<file path="src/rtl/shift_issue_stage.sv">
// Two-entry issue/retire stage around an external combinational barrel shifter.
// S1 holds the decoded MIPS shift op and drives the shifter; S2 captures the result.
module shift_issue_stage #(
    parameter int N = 32
) (
    input  logic         clk,
    input  logic         rst_n,
    input  logic         in_valid,
    output logic         in_ready,
    input  logic [5:0]   in_funct,
    input  logic [4:0]   in_shamt,
    input  logic [N-1:0] in_rs,
    input  logic [N-1:0] in_rt,
    input  logic [4:0]   in_rd,
    output logic [N-1:0] sh_in,
    output logic [4:0]   sh_sl,
    output logic         sh_dir,
    output logic [1:0]   sh_mode,
    input  logic [N-1:0] sh_out,
    output logic         out_valid,
    input  logic         out_ready,
    output logic [N-1:0] out_data,
    output logic [4:0]   out_rd,
    output logic         out_err
);

    typedef enum logic [1:0] {
        MODE_LOGICAL = 2'b00,
        MODE_ROTATE  = 2'b01,
        MODE_ARITH   = 2'b10
    } mode_e;

    localparam logic DIR_LEFT  = 1'b0;
    localparam logic DIR_RIGHT = 1'b1;

    logic [4:0] dec_sl;
    logic       dec_dir;
    mode_e      dec_mode;
    logic       dec_err;

    logic         s1_valid;
    logic [N-1:0] s1_rt;
    logic [4:0]   s1_sl;
    logic         s1_dir;
    mode_e        s1_mode;
    logic [4:0]   s1_rd;
    logic         s1_err;

    logic         s2_valid;
    logic [N-1:0] s2_data;
    logic [4:0]   s2_rd;
    logic         s2_err;

    logic s2_free;
    logic s1_adv;
    logic accept;

    // Only rs[4:0] is a shift amount; the upper bits are deliberately ignored.
    logic unused_rs_hi;
    assign unused_rs_hi = ^in_rs[N-1:5];

    always_comb begin
        // NOTE: every decode output gets a default before the case, so no path can infer a latch.
        dec_sl   = in_funct[2] ? in_rs[4:0] : in_shamt;
        dec_dir  = DIR_RIGHT;
        dec_mode = MODE_LOGICAL;
        dec_err  = 1'b0;
        case (in_funct)
            6'b000000: dec_dir = DIR_LEFT;                                    // SLL
            6'b000010: dec_mode = MODE_LOGICAL;                               // SRL
            6'b000011: dec_mode = MODE_ARITH;                                 // SRA
            6'b000001: dec_mode = MODE_ROTATE;                                // ROTR
            6'b000100: dec_dir = DIR_LEFT;                                    // SLLV
            6'b000110: dec_mode = MODE_LOGICAL;                               // SRLV
            6'b000111: dec_mode = MODE_ARITH;                                 // SRAV
            6'b000101: dec_mode = MODE_ROTATE;                                // ROTRV
            default: begin
                // Unsupported funct: shifter passes rt through, flagged as error.
                dec_sl  = 5'd0;
                dec_dir = DIR_LEFT;
                dec_err = 1'b1;
            end
        endcase
    end

    assign s2_free  = !s2_valid || out_ready;
    assign s1_adv   = s1_valid && s2_free;
    assign in_ready = !s1_valid || s1_adv;
    assign accept   = in_valid && in_ready;

    // NOTE: state registers use non-blocking assignments so every flop samples pre-edge values.
    always_ff @(posedge clk or negedge rst_n) begin
        if (!rst_n) begin
            s1_valid <= 1'b0;
            s1_rt    <= '0;
            s1_sl    <= '0;
            s1_dir   <= DIR_LEFT;
            s1_mode  <= MODE_LOGICAL;
            s1_rd    <= '0;
            s1_err   <= 1'b0;
        end else if (accept) begin
            s1_valid <= 1'b1;
            s1_rt    <= in_rt;
            s1_sl    <= dec_sl;
            s1_dir   <= dec_dir;
            s1_mode  <= dec_mode;
            s1_rd    <= in_rd;
            s1_err   <= dec_err;
        end else if (s1_adv) begin
            s1_valid <= 1'b0;
        end
    end

    // Shifter controls come straight from S1, so they hold while S1 is empty.
    assign sh_in   = s1_rt;
    assign sh_sl   = s1_sl;
    assign sh_dir  = s1_dir;
    assign sh_mode = s1_mode;

    always_ff @(posedge clk or negedge rst_n) begin
        if (!rst_n) begin
            s2_valid <= 1'b0;
            s2_data  <= '0;
            s2_rd    <= '0;
            s2_err   <= 1'b0;
        end else if (s1_adv) begin
            s2_valid <= 1'b1;
            s2_data  <= sh_out;
            s2_rd    <= s1_rd;
            s2_err   <= s1_err;
        end else if (s2_valid && out_ready) begin
            s2_valid <= 1'b0;
        end
    end

    assign out_valid = s2_valid;
    assign out_data  = s2_data;
    assign out_rd    = s2_rd;
    assign out_err   = s2_err;

endmodule

</file>
<file path="config.mk">
export PLATFORM = sky130hd
export DESIGN_NAME = shift_issue_stage
export DESIGN_NICKNAME = d
export VERILOG_FILES = /design/src/rtl/shift_issue_stage.sv
export SDC_FILE = /design/constraint.sdc
export NUM_CORES = 1
export LEC_CHECK = 0
export BUFFER_PORTS_ARGS = -buffer_cell sky130_fd_sc_hd__buf_2
export CORE_MARGIN = 3
export CORE_UTILIZATION = 40
export CTS_BUF_LIST = sky130_fd_sc_hd__clkbuf_4 sky130_fd_sc_hd__clkbuf_8
export CTS_CLUSTER_DIAMETER = 100
export DETAILED_ROUTE_END_ITERATION = 16
export GPL_TIMING_DRIVEN = 0
export HOLD_SLACK_MARGIN = 0.12
export PLACE_DENSITY = 0.77
export SYNTH_ARGS = -nofsm -noshare
export SYNTH_HDL_FRONTEND = slang
export SYNTH_SLANG_ARGS = --single-unit
export TNS_END_PERCENT = 30
</file>
<file path="constraint.sdc">
create_clock -name clk -period 1.27 [get_ports clk]
set_input_delay 0.127 -clock clk [delete_from_list [all_inputs] [get_ports clk]]
set_output_delay 0.127 -clock clk [all_outputs]
set_load 0.02 [all_outputs]
</file>
==> metrics.cfg, run 1 <==
[run_status]
outcome = complete, but fails checks
violations = negative setup slack

[detailed_routing]
antenna_left = 0
drt-total-wl_um = 9028
wl_per_cell_um = 15.98
firstDrtPassIters = 4
avgViaCountPerCell = 4.598
drcViolationCount = 0
drt-initial-drc-count = 20
vias = 2598

[global_routing]
grt_util_all_layers = 0.1827
grt_pass1_wl_um = 13980
grt_max_degree = 45
grt_pass1_vias = 2782
antenna_found_initial = 0
globalRouteOverflowTotal = 0

[sta]
finalCritPeriodShare = 1.078
tightest_slew_ns = 0.5548
hold_viol = 0
finClkSkew_ns = 0.01238
worst_slack_ns = -0.09867
fin_crit_ns = 1.369
slew_violations = 0
setup_viol = 47
fmax_mhz = 730.6
rsz0062_at_grt = yes
slew_headroom = 0.6301

[critical_path]
cp-start-kind = flip-flop
crit_family = flip-flops
reg2reg_depth = 5
cp_slowest_cell = dfrtp_2
cp-end-kind = flip-flop
critical_path.startpoint = out_valid
required_ns = 1.49
worstSetupPathType = reg2reg
cp.arrival_ns = 1.59
cp.depth = 5
max_stage_delay_ns = 0.44
crit_buf_inv = 2
r2r_start = out_valid
path_cells = nand2b_1 -> nand2_1 -> buf_6 -> buf_12 -> mux2_4
crit_fanout = 10

[placement]
hpwl_um = 5464
dp.cells = 475
portBuffers = 167
place_congestion = 0.7373

[die]
die_area_um2 = 9701
die_w_um = 98.50
die-height_um = 98.50
pin_count = 196
core_um2 = 8258
row_count = 33
start_util = 0.4144

[synthesis]
yosysSeqAreaShare = 0.6289
synth_most_common_cell = dfrtp_1
synth_top_family_by_area = multiplexers
syn-num-nets = 318
synth_top_area_cell = dfrtp_1
synth_compound_gate_area_share = 0
synth_area_leaders = dfrtp_1, mux2_2, mux2_4
synth_cell_types = 15
syn_area_um2 = 3422
ys_ff_latch = 86
synthDominantCellAreaShare = 0.6289
syn_inst = 202
synthAdderAreaFrac = 0
synth-xor-area-share = 0
yosysWarnings = 0
yosys.area_share.simple = 0.03108
synth_edf_count = 0
synth_mux_area_frac = 0.3130
synth_area_per_cell_um2 = 16.94
synthTopCellsByCount = dfrtp_1, mux2_2, mux2_4, nor2_1, buf_6
synth_ff_type = dfrtp_1
synthArstFlopShare = 1.000

[clock_network]
cts_hold_buf = 71
numClockSinks = 86
cts.htree.levels = 3
cts.reportedPaths.clkPinSlew_ns = 0.09
cts_tree = built
numCtsBuffers = 9
clk_latency_ns = 0.34
clock_path_buffers = 2
cts_root_buf = clkbuf_8

[worst_hold_path]
hp-start = out_ready
hp-class = in2reg
holdPathStages = 3

[power]
peakVddDrop_v = 0.0006861
power.density_nw_per_um2 = 1360
totalPowerFinal_mw = 7.585
p_leak_nw = 2.857

[final_layout]
nNetsFinal = 571
finalNonFillerCells = 565
antennaDiodeCount = 0
nFillCells = 603
area_growth_pct = 62.93
postLayoutCoreUtil = 0.6752
drive_gt1_frac = 0.6152

[run]
cap_violations = 0

==> cell families (layout without fill, tap and decap cells) <==
| family | count (synthesis) | in the layout |
|---|---|---|
| multiplexers | 89 | 89 |
| flip-flops | 86 | 86 |
| AND/OR/NAND/NOR | 17 | 17 |
| buffers and inverters | 10 | 268 |
==> final timing paths <==
| kind | end | slack (ns) |
|---|---|---|
| setup / recovery | out_data[24] | -0.1 |
| hold / removal | out_valid | 0.08 |
| setup reg to reg | out_data[24] | -0.1 |
| hold reg to reg | sh_in[5] | 0.51 |
| max in group asynchronous | out_valid | 0.34 |
| min in group asynchronous | out_data[14] | 0.30 |
==> per-layer routing <==
layer  routed length [um]  vias up  GRT usage
met5                    0        -          0
met4                  121        0    0.06092
met1                 3468     1269     0.2080
li1                     -     1205          -
met2                 4878      113     0.3302
met3                  560       11    0.05096
==> final cells by class <==
type                       instances  area [um2]  share of cell area
timing repair buffer             242        1604              0.2877
multi-input combinational        106        1329              0.2383
tap                              105       131.4             0.02356
clock buffer                      12       158.9             0.02850
sequential                        86        2153              0.3862
buffer                            10       145.1             0.02603
clock inverter                     4       53.80            0.009650
==> where the power goes <==
| group | switching, mW | internal, mW | total [mW] |
|---|---|---|---|
| clock network | 0.956 | 1.05 | 2.00 |
| registers | 0.228 | 3.15 | 3.38 |
| logic | 1.07 | 1.13 | 2.20 |
| total | 2.25 | 5.33 | 7.58 |
==> metrics by stage <==
stage / area, um2 / TNS, ns / worst slack (ns) / hold WS, ns
global placement: 4441 / -50.01 / -0.7194 / 0.3434
global route: 5575 / -6.221 / -0.1432 / 0.09351
CTS: 5473 / -2.693 / -0.08685 / 0.06539
detailed placement: 4463 / -2.414 / -0.1043 / 0.1611
floorplan: 3473 / -2.914 / -0.05426 / -0.1686
finish: 5575 / -2.257 / -0.09867 / 0.08465
==> layout by cell type, fill, tap and decap left out, drive strengths merged <==
master | netlist | final
buf | 9 | 180
bufinv | 0 | 1
clkbuf | 1 | 13
clkinvlp | 0 | 2
dfrtp | 86 | 86
dlygate4sd3 | 0 | 71
inv | 0 | 1
mux2 | 84 | 84
mux2i | 5 | 5
nand2 | 3 | 3
nand2b | 3 | 3
nand3b | 1 | 1
nor2 | 8 | 8
nor3b | 1 | 1
or3 | 1 | 1
==> state kept, by name, summed over array words and instances (netlist names) <==
register   count
sh_in         32
sh_mode        2
sh_sl          5
out_valid      1
out_rd         5
s1_err         1
out_err        1
sh_dir         1
s1_valid       1
out_data      32
s1_rd          5
==> what timing repair did <==
action / 4_1_cts / 5_1_grt
hold endpoints to repair: 113 / 2
buffers inserted: 3 / 0
setup endpoints to repair: 63 / 77
resized for setup: 13 / 26
==> worst reg2reg max path, delay by kind of cell, from the launching register on <==
family | cells | cell delay (ns)
buffers and inverters | 2 | 0.30
AND/OR/NAND/NOR | 2 | 0.19
flip-flops | 1 | 0.44
multiplexers | 1 | 0.31
(Power assumes the default switching activity.)
==> inputs of run 2 (changes only) <==
--- a/config.mk
+++ b/config.mk
@@ -7,13 +7,13 @@
 export LEC_CHECK = 0
 export BUFFER_PORTS_ARGS = -buffer_cell sky130_fd_sc_hd__buf_2
 export CORE_MARGIN = 3
-export CORE_UTILIZATION = 40
+export CORE_UTILIZATION = 32
 export CTS_BUF_LIST = sky130_fd_sc_hd__clkbuf_4 sky130_fd_sc_hd__clkbuf_8
 export CTS_CLUSTER_DIAMETER = 100
 export DETAILED_ROUTE_END_ITERATION = 16
 export GPL_TIMING_DRIVEN = 0
 export HOLD_SLACK_MARGIN = 0.12
-export PLACE_DENSITY = 0.77
+export PLACE_DENSITY = 0.64
 export SYNTH_ARGS = -nofsm -noshare
 export SYNTH_HDL_FRONTEND = slang
 export SYNTH_SLANG_ARGS = --single-unit
==> run 2 against run 1 <==
The flow still finishes with violations (negative setup slack). Critical path depth unchanged. Register-to-register slack improved by 0.06 ns. Clock power grew 15%. Highest routed layer unchanged. Routed wire length shrank 2.8%. Clock skew increased by 0.0036 ns.
==> metrics.cfg, run 2 (synthesized netlist as in run 1, its figures left out) <==
[run_status]
outcome = complete, but fails checks
violations = negative setup slack

[die]
die_area_um2 = 11970
die-height_um = 109.4
die_w_um = 109.4
row_count = 37
pin_count = 196
core_um2 = 10370
start_util = 0.3300

[global_routing]
grt_util_all_layers = 0.1407
antenna_found_initial = 0
grt_pass1_wl_um = 13150
grt_pass1_vias = 2687
grt_max_degree = 71
globalRouteOverflowTotal = 0

[power]
peakVddDrop_v = 0.0006725
p_leak_nw = 2.933
power.density_nw_per_um2 = 1380

[placement]
portBuffers = 167
hpwl_um = 5505
place_congestion = 0.6434
placed_cell_area_um2 = 4509
dp.cells = 506

[final_layout]
multiInputGateArea_um2 = 1348
design_area_um2 = 5727
drive_gt1_frac = 0.6172
nNetsFinal = 576
area_growth_pct = 67.35
final_common_cell = buf_2
regArea_um2 = 2153
nFillCells = 891
layout_common_cells = buf_2, dfrtp_1, dlygate4sd3_1, mux2_4, mux2_2
finalNonFillerCells = 601
antennaDiodeCount = 0

[critical_path]
max_stage_delay_ns = 0.43
cp-end-kind = flip-flop
rrSetupSlack_ns = -0.04
crit_buf_inv = 2
cp-start-kind = flip-flop
crit_fanout = 10
cp.arrival_ns = 1.54
required_ns = 1.50
path_cells = nand2b_1 -> nand2_1 -> buf_6 -> buf_12 -> mux2_4
worstSetupPathType = reg2reg
cp_slowest_cell = dfrtp_2
crit_family = flip-flops

[clock_network]
cts_tree = built
numClockSinks = 86
clock_path_buffers = 2
numCtsBuffers = 9
cts_root_buf = clkbuf_8
cts.reportedPaths.clkPinSlew_ns = 0.08
clk_latency_ns = 0.35
cts.htree.levels = 3

[detailed_routing]
drt-initial-drc-count = 77
antenna_left = 0
firstDrtPassIters = 4
drcViolationCount = 0
vias = 2601
avgViaCountPerCell = 4.328
wl_per_cell_um = 14.60
drt-total-wl_um = 8776

[sta]
worst_slack_ns = -0.04270
hold_viol = 0
finalCritPeriodShare = 1.034
fin_crit_ns = 1.313
setup_viol = 26
rsz0062_at_grt = yes
tightest_slew_ns = 0.3641
finClkSkew_ns = 0.01601
slew_violations = 0
fmax_mhz = 761.8
slew_headroom = 0.7573

[worst_hold_path]
hp-class = in2reg

[run]
cap_violations = 0

[run 2: cell types whose count changed in the layout (fill, tap and decap cells not counted), sizes merged]
cell,delta
buf,+3
bufinv,+2
clkbuf,+1
clkinv,+2
clkinvlp,-2
inv,-1
[run 2: worst reg2reg max path: cells and delay by family (launching register included)]
family        cells  cell delay (ns)
buf+inv           2             0.30
flops             1             0.43
mux               1             0.30
simple gates      2             0.18
[run 2: worst paths after layout]
check,startpoint,end,depth (start not counted)
worst min register to register,out_data[10],out_data[10],1
min in group asynchronous,rst_n,out_data[20],2
max in group asynchronous,rst_n,out_valid,3
worst max-delay path,out_valid,out_data[13],5
worst max register to register,out_valid,out_data[13],5
worst min-delay path,out_ready,s1_valid,3
[run 2: what timing repair did]
item / CTS / global route
endpoints found under the hold margin: 156 / 0
hold buffers: 71 / 0
pin swaps: 0 / 1
buffers inserted: 5 / 2
setup endpoints to repair: 59 / 78
gates resized for setup: 3 / 44
cloned: 0 / 1
[run 2: cell type report]
class	instances	share of cell area
sequential	86	0.3760
timing repair buffer	247	0.2901
buffer	10	0.02578
clock inverter	5	0.01879
clock buffer	11	0.02425
tap	136	0.02971
multi-input combinational	106	0.2353
[run 2: metal layers]
metal / vias up / GRT usage / part of all wire
met5: - / 0 / 0
met4: 0 / 0.02939 / 0.0047
met3: 4 / 0.04815 / 0.073
met2: 107 / 0.2524 / 0.51
met1: 1273 / 0.1625 / 0.41
li1: 1217 / - / -
[run 2: power by group]
part           switching (mW)  leakage, nW  internal, mW
registers               0.215         1.01          3.15
clock network           0.953        0.125          1.36
logic                    1.06         1.80          1.17
total                    2.23         2.93          5.67
[run 2: stage by stage]
stage | util | total power, mW | hold WS [ns] | setup TNS (ns) | worst slack [ns]
floorplan | - | 4.559 | -0.1686 | -2.914 | -0.05426
global placement | 0.4320 | 5.232 | 0.3412 | -56.51 | -0.7953
detailed placement | 0.4348 | 5.293 | 0.01831 | -2.467 | -0.09041
CTS | 0.5321 | 7.852 | 0.1195 | -1.338 | -0.03872
global route | 0.5522 | 8.328 | 0.1354 | -3.837 | -0.08451
finish | 0.5522 | 7.906 | 0.1431 | -0.7219 | -0.04270
